==> config.mk <==
export PLATFORM = sky130hd
export DESIGN_NAME = datamem_max_scanner
export DESIGN_NICKNAME = d
export VERILOG_FILES = /design/src/rtl/datamem_max_scanner_pkg.sv /design/src/rtl/datamem_max_scanner_max_tracker.sv /design/src/rtl/datamem_max_scanner.sv
export SDC_FILE = /design/constraint.sdc
export NUM_CORES = 1
export LEC_CHECK = 0
export BUFFER_PORTS_ARGS = -buffer_cell sky130_fd_sc_hd__buf_2
export CELL_PAD_IN_SITES_DETAIL_PLACEMENT = 0
export CELL_PAD_IN_SITES_GLOBAL_PLACEMENT = 1
export CORE_MARGIN = 2
export CORE_UTILIZATION = 40
export DETAILED_ROUTE_END_ITERATION = 16
export GPL_ROUTABILITY_DRIVEN = 0
export GPL_TIMING_DRIVEN = 1
export PLACE_DENSITY_LB_ADDON = 0.1
export SYNTH_ARGS = -nofsm -noshare
export SYNTH_HDL_FRONTEND = slang
export SYNTH_SLANG_ARGS = --single-unit
==> constraint.sdc <==
create_clock -name clk -period 4.2 [get_ports clk]
set_clock_uncertainty 0.15 [all_clocks]
set_input_delay 0.21 -clock clk [delete_from_list [all_inputs] [get_ports clk]]
set_output_delay 0.21 -clock clk [all_outputs]
set_load 0.01 [all_outputs]
==> src/rtl/datamem_max_scanner_pkg.sv <==
// datamem_max_scanner_pkg: state encoding and default addresses shared with the memory-port mux
package datamem_max_scanner_pkg;
  typedef enum logic [2:0] {
    S_IDLE   = 3'd0,
    S_SCAN   = 3'd1,
    S_WR_VAL = 3'd2,
    S_WR_IDX = 3'd3,
    S_DONE   = 3'd4
  } state_t;
  localparam logic [31:0] BASE_ADR_DEF   = 32'd1000;
  localparam logic [31:0] RESULT_ADR_DEF = 32'd2000;
endpackage

==> src/rtl/datamem_max_scanner_max_tracker.sv <==
// datamem_max_scanner_max_tracker: running signed maximum and its index
module datamem_max_scanner_max_tracker (
  input  logic        clk,
  input  logic        rst,
  input  logic        clr_i,
  input  logic        first_i,
  input  logic        upd_i,
  input  logic [31:0] data_i,
  input  logic [31:0] idx_i,
  output logic [31:0] max_o,
  output logic [31:0] idx_o
);
  logic [31:0] max_q, max_d, idx_q, idx_d;
  logic take;
  // first element loads unconditionally; later ones only on strictly greater so ties keep the first
  always_comb begin
    take  = first_i | (upd_i & ($signed(data_i) > $signed(max_q)));
    max_d = clr_i ? 32'd0 : take ? data_i : max_q;
    idx_d = clr_i ? 32'hFFFF_FFFF : take ? idx_i : idx_q;
  end
  // tracker registers
  always_ff @(posedge clk or posedge rst) begin
    if (rst) begin
      max_q <= '0;
      idx_q <= '0;
    end else begin
      max_q <= max_d;
      idx_q <= idx_d;
    end
  end
  assign max_o = max_q;
  assign idx_o = idx_q;
endmodule

==> src/rtl/datamem_max_scanner.sv <==
// datamem_max_scanner: scans LEN words from data memory and writes back signed max and its index
module datamem_max_scanner
  import datamem_max_scanner_pkg::*;
#(
  parameter logic [31:0] BASE_ADR   = BASE_ADR_DEF,
  parameter logic [31:0] RESULT_ADR = RESULT_ADR_DEF,
  parameter int          LEN_W      = 16
) (
  input  logic             clk,
  input  logic             rst,
  input  logic             start,
  input  logic [LEN_W-1:0] len,
  input  logic [31:0]      readData,
  output logic [31:0]      adr,
  output logic             MemRead,
  output logic             MemWrite,
  output logic [31:0]      writeData,
  output logic             busy,
  output logic             done,
  output logic [31:0]      maxValue,
  output logic [31:0]      maxIndex
);
  state_t state_q, state_d;
  logic [LEN_W-1:0] len_q, len_d, i_q, i_d;
  logic [31:0] max_value_q, max_index_q, cur_max, cur_idx, i_ext;
  logic scan, wr_val, wr_idx, accept;
  assign scan   = state_q == S_SCAN;
  assign wr_val = state_q == S_WR_VAL;
  assign wr_idx = state_q == S_WR_IDX;
  assign accept = (state_q == S_IDLE) && start;
  assign i_ext  = 32'(i_q);
  // next state, length latch and element counter
  always_comb begin
    state_d = state_q;
    len_d   = len_q;
    i_d     = i_q;
    unique case (state_q)
      S_IDLE: if (start) begin
        len_d   = len;
        i_d     = '0;
        state_d = (len == '0) ? S_WR_VAL : S_SCAN;
      end
      S_SCAN: begin
        i_d     = i_q + LEN_W'(1);
        state_d = (i_q == len_q - LEN_W'(1)) ? S_WR_VAL : S_SCAN;
      end
      S_WR_VAL: state_d = S_WR_IDX;
      S_WR_IDX: state_d = S_DONE;
      default:  state_d = S_IDLE;
    endcase
  end
  // memory port and status are decoded from registered state only
  always_comb begin
    adr       = scan ? BASE_ADR + (i_ext << 2) : wr_val ? RESULT_ADR : wr_idx ? RESULT_ADR + 32'd4 : 32'd0;
    writeData = wr_val ? cur_max : wr_idx ? cur_idx : 32'd0;
    MemRead   = scan;
    MemWrite  = wr_val | wr_idx;
    busy      = state_q != S_IDLE;
    done      = state_q == S_DONE;
  end
  // state, counter and result registers; results become visible together with done
  always_ff @(posedge clk or posedge rst) begin
    if (rst) begin
      state_q     <= S_IDLE;
      len_q       <= '0;
      i_q         <= '0;
      max_value_q <= '0;
      max_index_q <= '0;
    end else begin
      state_q <= state_d;
      len_q   <= len_d;
      i_q     <= i_d;
      if (wr_idx) begin
        max_value_q <= cur_max;
        max_index_q <= cur_idx;
      end
    end
  end
  assign maxValue = max_value_q;
  assign maxIndex = max_index_q;
  datamem_max_scanner_max_tracker u_trk (
    .clk    (clk),
    .rst    (rst),
    .clr_i  (accept),
    .first_i(scan && (i_q == '0)),
    .upd_i  (scan),
    .data_i (readData),
    .idx_i  (i_ext),
    .max_o  (cur_max),
    .idx_o  (cur_idx)
  );
endmodule

# Yosys cells after proc, flatten, opt, wreduce, memory -nomap -nowiden
# Index checks and enable logic that the tools add are counted.
# totals
n_memories,0
reg_bits,163
latch_bits,0
romBits,0
word_cells,45
ram_bits,0
# op_classes
div,0
eq_ne,6
n_bitwise,3
n_lt_le_gt_ge,1
add_sub_neg,3
shift,0
n_mux,15
mul,0
n_reduce_logical,10
# op_table
operator,count
32-bit 2-to-1 mux,6
32-bit greater-than comparator,1
16-bit logical NOT,2
16-bit one-hot mux with 2 select lines,1
11-bit 2-to-1 mux,2
"10-bit by 18-bit adder with 19-bit output, first input constant",1
19-bit 2-to-1 mux,1
"16-bit by 1-bit adder with 16-bit output, second input constant",1
16-bit == test,1
16-bit 2-to-1 mux,1
"16-bit by 1-bit subtractor with 16-bit output, second input constant",1
3-bit one-hot mux with 4 select lines,1
"3-bit by 2-bit == test with 1-bit output, second input constant",2
2-bit 2-to-1 mux,2
2-bit AND reduction,2
2-bit nonzero test,2
"3-bit by 1-bit == test with 1-bit output, second input constant",1
"3-bit == test, second input constant",1
3-bit logical NOT,1
3-bit 2-to-1 mux,1
3-bit nonzero test,1
1-bit logical AND,2
"2-bit inequality test, second input constant",1
1-bit OR,2
1-bit AND,1

# Depth between registers and ports, before layout
# Gate-level depths: netlist of run 1.
# logic_depth
ltp_word,5
depth_mapped,11
ltp_nobuf,9

# By module
# A second synthesis of run 1 with hierarchy kept.
# hier_totals
cells_unflattened,900
hier_area_um2,9088.7
# modules_own_cells
mod,n_inst,area_each_um2,seq_area_each_um2,cells_per_inst
datamem_max_scanner,1,5461.5,2477.4,543
datamem_max_scanner_max_tracker,1,3627.2,1601.5,357

# Worst setup path before layout of run 1
# No wires, ideal clock.
# synth_path
path_type,flip-flop to flip-flop
start,register u_trk.max_q[31] (netlist: u_trk.max_o[31])
end,register u_trk.idx_q[2] (netlist: u_trk.idx_o[2])
period_less_slack_ps,2769
setup_time_ps,125
path_stages_with_launch,10
slack_ps,1431
arrival_time_ps,2495
path_cell_list,dfrtp_1 > inv_1 > ha_1 > nand4_1 > or4_1 > a311o_1 > o2111ai_2 > and2b_1 > buf_6 > mux2_2
# synth_between
elab_chain_len,4
# synth_rtl
item,line_no,rtl
start: declaration,datamem_max_scanner_max_tracker.sv:13,"logic [31:0] max_q, max_d, idx_q, idx_d;"
start signal: assignment,datamem_max_scanner_max_tracker.sv:27,max_q <= max_d;
32-bit greater-than comparator,datamem_max_scanner_max_tracker.sv:17,take = first_i | (upd_i & ($signed(data_i) > $signed(max_q)));
1-bit AND,datamem_max_scanner_max_tracker.sv:17,
1-bit OR,datamem_max_scanner_max_tracker.sv:17,
2-bit nonzero test (no line),--,
end signal: assignment,datamem_max_scanner_max_tracker.sv:28,idx_q <= idx_d;
end: declaration,datamem_max_scanner_max_tracker.sv:13,
# No other way between the ends.
# A chain may end at the register's enable or synchronous reset.

# Worst setup path in the final report of run 1
# layout_path
start,input port readData[23]
end,register u_trk.idx_q[2] (netlist: u_trk.idx_o[2])
# layout_between
elab_chain_len,4
# layout_rtl
item,line_no,rtl
start: declaration,datamem_max_scanner.sv:13,"input logic [31:0] readData,"
32-bit greater-than comparator,datamem_max_scanner_max_tracker.sv:17,
1-bit AND,datamem_max_scanner_max_tracker.sv:17,
1-bit OR,datamem_max_scanner_max_tracker.sv:17,
2-bit nonzero test (no line),--,
# No other way between the ends.

==> flow_summary.ini, run 1 <==
[place]
dpl.hpwl_um = 15120
dp.cells = 1216
pre_cts_ws_ns = 0.6874
port_buffers = 167

[synthesis]
synth-edff-count = 0
ys.flop_type = dfrtp_1
synth_cell_types = 57
synthArstFlopShare_pct = 100.0
synth_top_area_share_pct = 43.76
yosys_warnings = 0
ys_top_cells_by_area = dfrtp_1, nand2_1, o21ai_0, ha_1, mux2i_1
synth_top_cell_by_area = dfrtp_1
synth.avg_cell_area_um2 = 8.652
synth-seq-cells = 133
yosysSeqAreaShare_pct = 43.76
synthCells = 879
netlist_area_um2 = 7605

[detailed_routing]
vias = 6694
remaining_drc_errors = 0
dr.first_iter.drc_count = 340
drt_pass1_iterations = 4
drtAntennaViolNets = 0
post_drt_wl_per_cell_um = 16.91
wl_um = 21930
vias_per_cell = 5.161

[clocking]
clk_path_buf_depth = 2
cts_resized = 0
cts-root-buf = clkbuf_16
clock_latency_ns = 0.42
cts_tree = done
cts_hold_buffers = 49
numCtsBuffers = 17
path_clk_slew_ns = 0.06
h-tree-depth = 4
cts_setup_buffers = 0
clock_sinks = 133

[critical_path]
endpoint_kind = register
required_ns = 4.35
cp_max_fo = 49
startpoint_type = input pin
path_class = input pin to register
crit_arrival_ns = 3.68
rr_worst_depth = 8

[cells_and_area]
nets = 1137
diodes = 0
area_growth_pct = 25.40
layout.cells.non_filler = 1297
drive_above_1_share_pct = 20.98

[floorplanning]
ios = 183
rows = 50
start_util_pct = 40.66
core-area_um2 = 18710
dieArea_um2 = 20130
die_height_um = 141.9
die_w_um = 141.9

[timing]
min_period_over_period_pct = 84.01
tightest_slew_ns = 1.065
drv_slew = 0
fmax_ghz = 0.2834
max-slew-margin-rel_pct = 29.00
fin_tns_setup_ns = 0
fin_crit_ns = 3.529
finalSetupViolations = 0
grt_setup_unrepaired = no
whs_ns = 0.02308
layout_setup_ws_ns = 0.6715
hold_viol_final = 0

[grt]
grt_pass1_wl_um = 35330
grt_pass1_vias = 6565
antenna_found_initial = 0
grt_max_degree = 80
grt_overflow_total = 0
grt.total_usage_pct = 22.46

[power]
ir_worst_vdd_mv = 0.3301
p_per_area_nw_per_um2 = 703.5
leakagePower_nw = 4.850

[job]
drv_cap = 0

[hold_path]
min-delay-path-class = input pin to register
hold_path_depth = 3

[outcome]
outcome = completed
## kinds of logic (layout without fill, tap and decap cells)
logic type / count (synthesis) / count (layout) / share of synthesized area, %
AND/OR/NAND/NOR: 327 / 327 / 19.97
AO/OA/AOI/OAI: 161 / 161 / 12.55
buffers and inverters: 153 / 323 / 9.345
flip-flops: 133 / 133 / 43.76
adder cells (fa/ha/maj): 36 / 36 / 5.923
XOR/XNOR: 35 / 35 / 4.031
multiplexers: 33 / 33 / 4.360
other: 1 / 15 / 0.04931
## per-stage QoR
step	power, W	instance area (um^2)	utilization [%]
6_report	0.006709	9537	50.98
3_5_place_dp	0.005087	8413	44.98
3_3_place_gp	0.005079	8413	44.98
4_1_cts	0.006750	9537	50.98
2_1_floorplan	0.004264	7657	-
5_1_grt	0.007265	9537	50.98
## cell type report
cell class              instances  area, um^2
multi-input cells             607        3625
clock inverters                12       176.4
repair buffers                228        1416
clock buffers                  20       456.7
fillers                      1816        9169
inverters                      63       241.5
flip-flops and latches        133        3328
well taps                     234       292.8
## cell usage after synthesis (3+ instances only)
cell type    n
nand3_1     18
nand4_1     50
or2_2        3
a21o_1      18
inv_1       61
and4_1       3
a21oi_1     19
o211ai_1     3
xor2_1      22
o21ai_1      4
or4_1        5
ha_1        36
nor3_1       9
buf_4       30
nand2b_1     5
nor2_1      65
clkbuf_1    46
nor4_1      10
mux2i_1     32
o31ai_1      3
buf_6        3
or3_1        3
xnor2_1     13
nor3b_1      3
o21ai_0     96
dfrtp_1    133
nand2_1    143
buf_1       10
## power breakdown
part	internal (W)	switching [W]	leakage, nW
logic	0.00116	0.00180	2.95
registers	0.00170	0.000449	1.60
clock network	0.00103	0.000576	0.306
total	0.00388	0.00283	4.85
## worst max-delay path, cell delays in order
cell	delay [ns]
dlygate4sd3_1	0.53
buf_2	0.14
ha_1	0.30
nand4_1	0.15
or4_1	0.59
a311o_1	0.35
o2111ai_2	0.09
and2b_2	0.89
mux2_2	0.42
## routing by layer
| layer | routed length (um) | vias up | share of wire [%] | track usage, % |
|---|---|---|---|---|
| li1 | - | 3284 | - | - |
| met1 | 10570 | 3225 | 48 | 31.36 |
| met2 | 10130 | 170 | 46 | 35.97 |
| met3 | 981 | 15 | 4.5 | 4.522 |
| met4 | 247 | 0 | 1.1 | 5.579 |
| met5 | 0 | - | 0 | 0 |
## cells in the final DEF, fill, tap and decap left out, drive strengths merged, types with 2 or more instances in the layout
cell / instances
bufinv: 4
nor2: 65
a21o: 18
a31oi: 2
o21ai: 100
inv: 63
nand3b: 2
nand2b: 5
nand4: 50
buf: 179
conb: 15
nor3: 9
clkinvlp: 2
or4: 5
mux2i: 32
clkbuf: 20
ha: 36
o211ai: 3
a2111oi: 3
nor2b: 2
and4: 3
nor3b: 3
nand3: 18
a21oi: 19
a2bb2oi: 2
dlygate4sd3: 49
nor4: 10
or3: 3
dfrtp: 133
xnor2: 13
or2: 4
o31ai: 3
xor2: 22
clkinv: 6
nand2: 143
## registers in the layout, summed over array words and instances, names as in the netlist
register / cells
u_trk.max_o: 32
u_trk.idx_o: 17
i_q: 16
state_q: 3
maxValue: 32
len_q: 16
maxIndex: 17
## worst paths after layout
kind,from,to,slack [ns]
max in group asynchronous,rst,u_trk.max_o[6],2.66
min reg2reg,maxValue[5],maxValue[5],0.32
min,start,state_q[1],0.02
min in group asynchronous,rst,maxValue[18],0.34
max reg2reg,u_trk.max_o[23],u_trk.idx_o[2],0.72
max,readData[23],u_trk.idx_o[2],0.67
Power figures use the tool's default switching activity.
==> run 2: changes to the inputs <==
--- a/config.mk
+++ b/config.mk
@@ -9,7 +9,7 @@
 export CELL_PAD_IN_SITES_DETAIL_PLACEMENT = 0
 export CELL_PAD_IN_SITES_GLOBAL_PLACEMENT = 1
 export CORE_MARGIN = 2
-export CORE_UTILIZATION = 40
+export CORE_UTILIZATION = 36
 export DETAILED_ROUTE_END_ITERATION = 16
 export GPL_ROUTABILITY_DRIVEN = 0
 export GPL_TIMING_DRIVEN = 1
==> constraint.sdc (replaced) <==
create_clock -name clk -period 3.08 [get_ports clk]
set_clock_uncertainty 0.15 [all_clocks]
set_input_delay 0.154 -clock clk [delete_from_list [all_inputs] [get_ports clk]]
set_output_delay 0.154 -clock clk [all_outputs]
set_load 0.01 [all_outputs]
==> flow_summary.ini, run 2 (synthesis gave the netlist of run 1 again) <==
[clocking]
clk_path_buf_depth = 2
cts-root-buf = clkbuf_16
path_clk_slew_ns = 0.06
clock_sinks = 133
clock_latency_ns = 0.42
cts_setup_buffers = 0
h-tree-depth = 4
cts_tree = done
numCtsBuffers = 17

[timing]
whs_ns = 0.2767
tightest_slew_ns = 0.8185
drv_slew = 0
fmax_ghz = 0.3517
min_period_over_period_pct = 92.33
fin_tns_setup_ns = 0
finalSetupViolations = 0
grt_setup_unrepaired = no
fin_crit_ns = 2.844
layout_setup_ws_ns = 0.2363
max-slew-margin-rel_pct = 45.32
hold_viol_final = 0

[critical_path]
startpoint_type = input pin
required_ns = 3.26
endpoint_kind = register
cp_max_fo = 34
cp_cell_sequence = dlygate4sd3_1 > buf_2 > ha_1 > nand4_1 > or4_1 > a311o_1 > o2111ai_2 > buf_4 > nand4_1 > o21ai_0
path_class = input pin to register
crit_path_frequent_cell = nand4_1
crit_arrival_ns = 3.02
crit_path_top_delay_cell = or4_1
cpPeakStageDelay_ns = 0.55

[detailed_routing]
wl_um = 22790
vias_per_cell = 5.001
vias = 6762
dr.first_iter.drc_count = 357
remaining_drc_errors = 0
drt_pass1_iterations = 5
drtAntennaViolNets = 0
post_drt_wl_per_cell_um = 16.86

[cells_and_area]
nets = 1151
fillers = 2141
register_area_um2 = 3328
drive_above_1_share_pct = 21.82
area_growth_pct = 26.85
diodes = 0
layout.cells.most_common = buf_2
final_cell_mix = buf_2, nand2_1, dfrtp_1
multi_input_area_um2 = 3626

[grt]
busiest_layer = met2
use_met3_pct = 3.853
met2_usage_pct = 32.80
grt_pass1_vias = 6566
antenna_found_initial = 0
grt.total_usage_pct = 21.00
grt_pass1_wl_um = 36440
grt_overflow_total = 0
globalRouteMet1Util_pct = 30.47
grt_max_degree = 70

[hold_path]
min-delay-path-class = input pin to async pin

[power]
intPower_w = 0.005181
power_switching_share_pct = 43.41
comb_power_share_pct = 47.0
p_switching_w = 0.003974
power_frac_seq_pct = 31.7
p_per_area_nw_per_um2 = 949.0
clkPwrFrac_pct = 21.3
total_power_w = 0.009154
ir_worst_vdd_mv = 0.6129
leakagePower_nw = 4.865

[floorplanning]
die_w_um = 149.3
ios = 183
rows = 53
dieArea_um2 = 22300
die_height_um = 149.3
core-area_um2 = 20890
start_util_pct = 36.41

[job]
drv_cap = 0

[place]
pre_cts_ws_ns = 0.2162
dpl.hpwl_um = 16230
port_buffers = 167

[outcome]
outcome = completed
run 2: cell count changes in the layout (fill, tap and decap cells not counted), sizes merged:
cell         previous run  this run
inv                    63        64
clkinv                  6         3
dlygate4sd3            49        50
clkbuf                 20        19
clkinvlp                2         8
buf                   179       192
bufinv                  4         1
run 2: timing repair:
action / in CTS / in global routing
endpoints found under the hold margin: 80 / 0
setup endpoints to repair: 0 / 6
gates resized for setup: 0 / 1
hold buffers: 50 / 0
run 2: final timing paths:
check,endpoint,cells past startpoint,startpoint,slack [ns]
min,u_trk.max_o[18],3,rst,0.28
max,u_trk.max_o[13],10,readData[31],0.24
max in group asynchronous,maxIndex[5],4,rst,1.67
min reg2reg,maxIndex[11],2,maxIndex[11],0.32
max reg2reg,u_trk.max_o[13],9,u_trk.max_o[31],0.24
min in group clk,maxIndex[11],2,maxIndex[11],0.32
run 2: critical path, delay by kind of cell:
kind                     cells  cell delay (ns)
AO/OA/AOI/OAI                3             0.57
adder cells (fa/ha/maj)      1             0.35
buffers and inverters        3             1.10
AND/OR/NAND/NOR              3             0.85
run 2: per-stage QoR:
step	cell area, um^2	instances	util, %
after floorplan	7661	893	-
after global placement	8586	1270	41.10
final	9647	1352	46.18
after detailed placement	8586	1270	41.10
after global routing	9647	1352	46.18
after CTS	9646	1352	46.18
run 2: cell type report:
class,count,share of cell area [%]
multi-input combinational,607,37.59
clock inverter,13,1.310
clock buffer,19,4.488
tap,275,3.567
sequential,133,34.50
inverter,63,2.490
timing repair buffer,242,16.06
run 2: layer usage:
| layer | share of wire [%] | wire (um) | up-vias |
|---|---|---|---|
| li1 | - | - | 3328 |
| met4 | 0.94 | 215 | 0 |
| met5 | 0 | 0 | - |
| met2 | 46 | 10430 | 180 |
| met3 | 5.1 | 1162 | 16 |
| met1 | 48 | 10980 | 3238 |
run 2: power by group through the flow:
stage	Combinational, W	Clock [W]	Sequential [W]
4_1_cts	0.00432	0.00199	0.00290
3_3_place_gp	0.00425	0	0.00293
2_1_floorplan	0.00313	0	0.00268
3_5_place_dp	0.00426	0	0.00293
5_1_grt	0.00484	0.00208	0.00298
6_report	0.00430	0.00195	0.00290
==> run 3: changes to the inputs <==
--- a/config.mk
+++ b/config.mk
@@ -9,11 +9,14 @@
 export CELL_PAD_IN_SITES_DETAIL_PLACEMENT = 0
 export CELL_PAD_IN_SITES_GLOBAL_PLACEMENT = 1
 export CORE_MARGIN = 2
-export CORE_UTILIZATION = 36
+export CORE_UTILIZATION = 39
+export CTS_BUF_LIST = sky130_fd_sc_hd__clkbuf_16
 export DETAILED_ROUTE_END_ITERATION = 16
 export GPL_ROUTABILITY_DRIVEN = 0
 export GPL_TIMING_DRIVEN = 1
 export PLACE_DENSITY_LB_ADDON = 0.1
 export SYNTH_ARGS = -nofsm -noshare
 export SYNTH_HDL_FRONTEND = slang
+export SYNTH_HIERARCHICAL = 1
 export SYNTH_SLANG_ARGS = --single-unit
+export TNS_END_PERCENT = 1
==> flow_summary.ini, run 3 <==
[clocking]
clock_sinks = 163
cts_tree = done
numCtsBuffers = 17
cts_resized = 0
cts_hold_buffers = 49
path_clk_slew_ns = 0.06
cts-root-buf = clkbuf_16
clk_path_buf_depth = 2
clock_latency_ns = 0.43
h-tree-depth = 4
cts_setup_buffers = 0

[synthesis]
synth-seq-cells = 163
synth.most_common_cell = dfrtp_1
synth_cell_types = 57
ys_top_cells_by_area = dfrtp_1, mux2i_1, mux2_2, ha_1, nor2_1
netlist_area_um2 = 9089
synthCells = 900
synthArstFlopShare_pct = 100.0
synth-edff-count = 0
yosysSeqAreaShare_pct = 44.88
yosys_warnings = 6
synth_top_cell_by_area = dfrtp_1
synthTopCellsByCount = dfrtp_1, mux2i_1, nor2_1, inv_1, nand2_1
ys.flop_type = dfrtp_1
synth_top_area_share_pct = 44.88
synth.avg_cell_area_um2 = 10.10

[detailed_routing]
remaining_drc_errors = 0
vias = 6964
vias_per_cell = 4.796
drtAntennaViolNets = 0
wl_um = 23430
dr.first_iter.drc_count = 272
drt_pass1_iterations = 4
post_drt_wl_per_cell_um = 16.13

[floorplanning]
die_height_um = 156.7
die_w_um = 156.7
rows = 55
start_util_pct = 39.90
core-area_um2 = 22780
ios = 183
dieArea_um2 = 24540

[cells_and_area]
layout.cells.non_filler = 1452
layout.cells.most_common = buf_2
area_growth_pct = 25.59
nets = 1213
final_area_um2 = 11410
diodes = 0
fillers = 2204
final_cell_mix = buf_2, dfrtp_1, mux2i_1
drive_above_1_share_pct = 27.13

[place]
dpl_cell_area_um2 = 10330
dp.cells = 1371
port_buffers = 167
dpl.hpwl_um = 16630

[grt]
grt_pass1_wl_um = 37610
grt_max_degree = 64
grt.total_usage_pct = 19.62
grt_overflow_total = 0
grt_pass1_vias = 7009
antenna_found_initial = 0

[critical_path]
crit_arrival_ns = 2.51
endpoint_kind = output port
startpoint_type = register
path_class = register to output port
cp_max_fo = 13
required_ns = 2.78

[timing]
drv_slew = 0
grt_setup_unrepaired = no
tightest_slew_ns = 0.7605
hold_viol_final = 0
fin_tns_setup_ns = 0
whs_ns = 0.04774
fmax_ghz = 0.3549
max-slew-margin-rel_pct = 49.22
min_period_over_period_pct = 91.49
finalSetupViolations = 0
fin_crit_ns = 2.818

[hold_path]
min-delay-path-class = input pin to register

[job]
drv_cap = 0

[power]
p_per_area_nw_per_um2 = 755.3
leakagePower_nw = 6.341
comb_power_share_pct = 37.5
clkPwrFrac_pct = 25.3
intPower_w = 0.005423
total_power_w = 0.008621
power_frac_seq_pct = 37.2
power_switching_share_pct = 37.09
ir_worst_vdd_mv = 0.4152
p_switching_w = 0.003198

[outcome]
outcome = completed
-- run 3: final cells by class --
class	count	area (um^2)	share of cell area [%]
Clock buffer	17	425.4	3.727
Clock inverter	15	172.7	1.513
Inverter	78	295.3	2.587
Multi-Input combinational cell	622	4451	38.99
Sequential cell	163	4080	35.74
Tap cell	313	391.6	3.431
Timing Repair Buffer	244	1599	14.01
-- run 3: path summary, 6_finish.rpt --
| path | end | slack, ns | cells past startpoint | startpoint |
|---|---|---|---|---|
| max | adr[17] | 0.26 | 7 | i_q[8] |
| min | state_q[1] | 0.05 | 4 | start |
| max reg2reg | state_q[0] | 0.30 | 9 | len_q[0] |
| min reg2reg | maxValue[31] | 0.35 | 1 | maxValue[31] |
| max in group asynchronous | maxValue[0] | 1.74 | 5 | rst |
| min in group asynchronous | maxValue[17] | 0.24 | 3 | rst |
-- run 3: metal layers --
layer,vias to the layer above,GRT usage (%),wire length [um]
met2,132,33.46,11250
met5,-,0,0
met4,0,3.408,177
met1,3371,26.30,11210
met3,11,3.739,792
li1,3450,-,-
-- run 3: cell families (layout without fill, tap and decap cells) --
group / count (synthesis) / in the layout / synth area share (%)
DFF: 163 / 163 / 44.88
AOI/OAI and AO/OA: 84 / 84 / 6.002
and+or+nand+nor: 273 / 273 / 14.23
muxes: 168 / 168 / 19.41
adders and majority gates: 36 / 36 / 4.956
xor gates and xnor gates: 30 / 30 / 2.891
other: 1 / 31 / 0.04126
buffers and inverters: 145 / 354 / 7.585
-- run 3: through the flow --
step | worst slack [ns] | util [%]
floorplan | 0.1856 | -
global placement | 0.2616 | 45.33
detailed placement | 0.3134 | 45.33
CTS | 0.2681 | 50.11
global route | 0.08763 | 50.11
finish | 0.2622 | 50.11
-- run 3: critical path, stage by stage (launching register included) --
cell and delay, ns:
dfrtp_1 0.62, nand3_1 0.25, nor2_1 0.35, and3_1 0.30, nand3_1 0.11, xor2_1 0.19
nor2_1 0.13, buf_2 0.15
-- run 3: power by group through the flow --
stage                     Clock (W)  Combinational, W  Sequential [W]
final                       0.00218           0.00323         0.00321
after global routing        0.00232           0.00363         0.00330
after CTS                   0.00223           0.00326         0.00323
after detailed placement          0           0.00319         0.00327
after global placement            0           0.00317         0.00326
after floorplan                   0           0.00252         0.00301
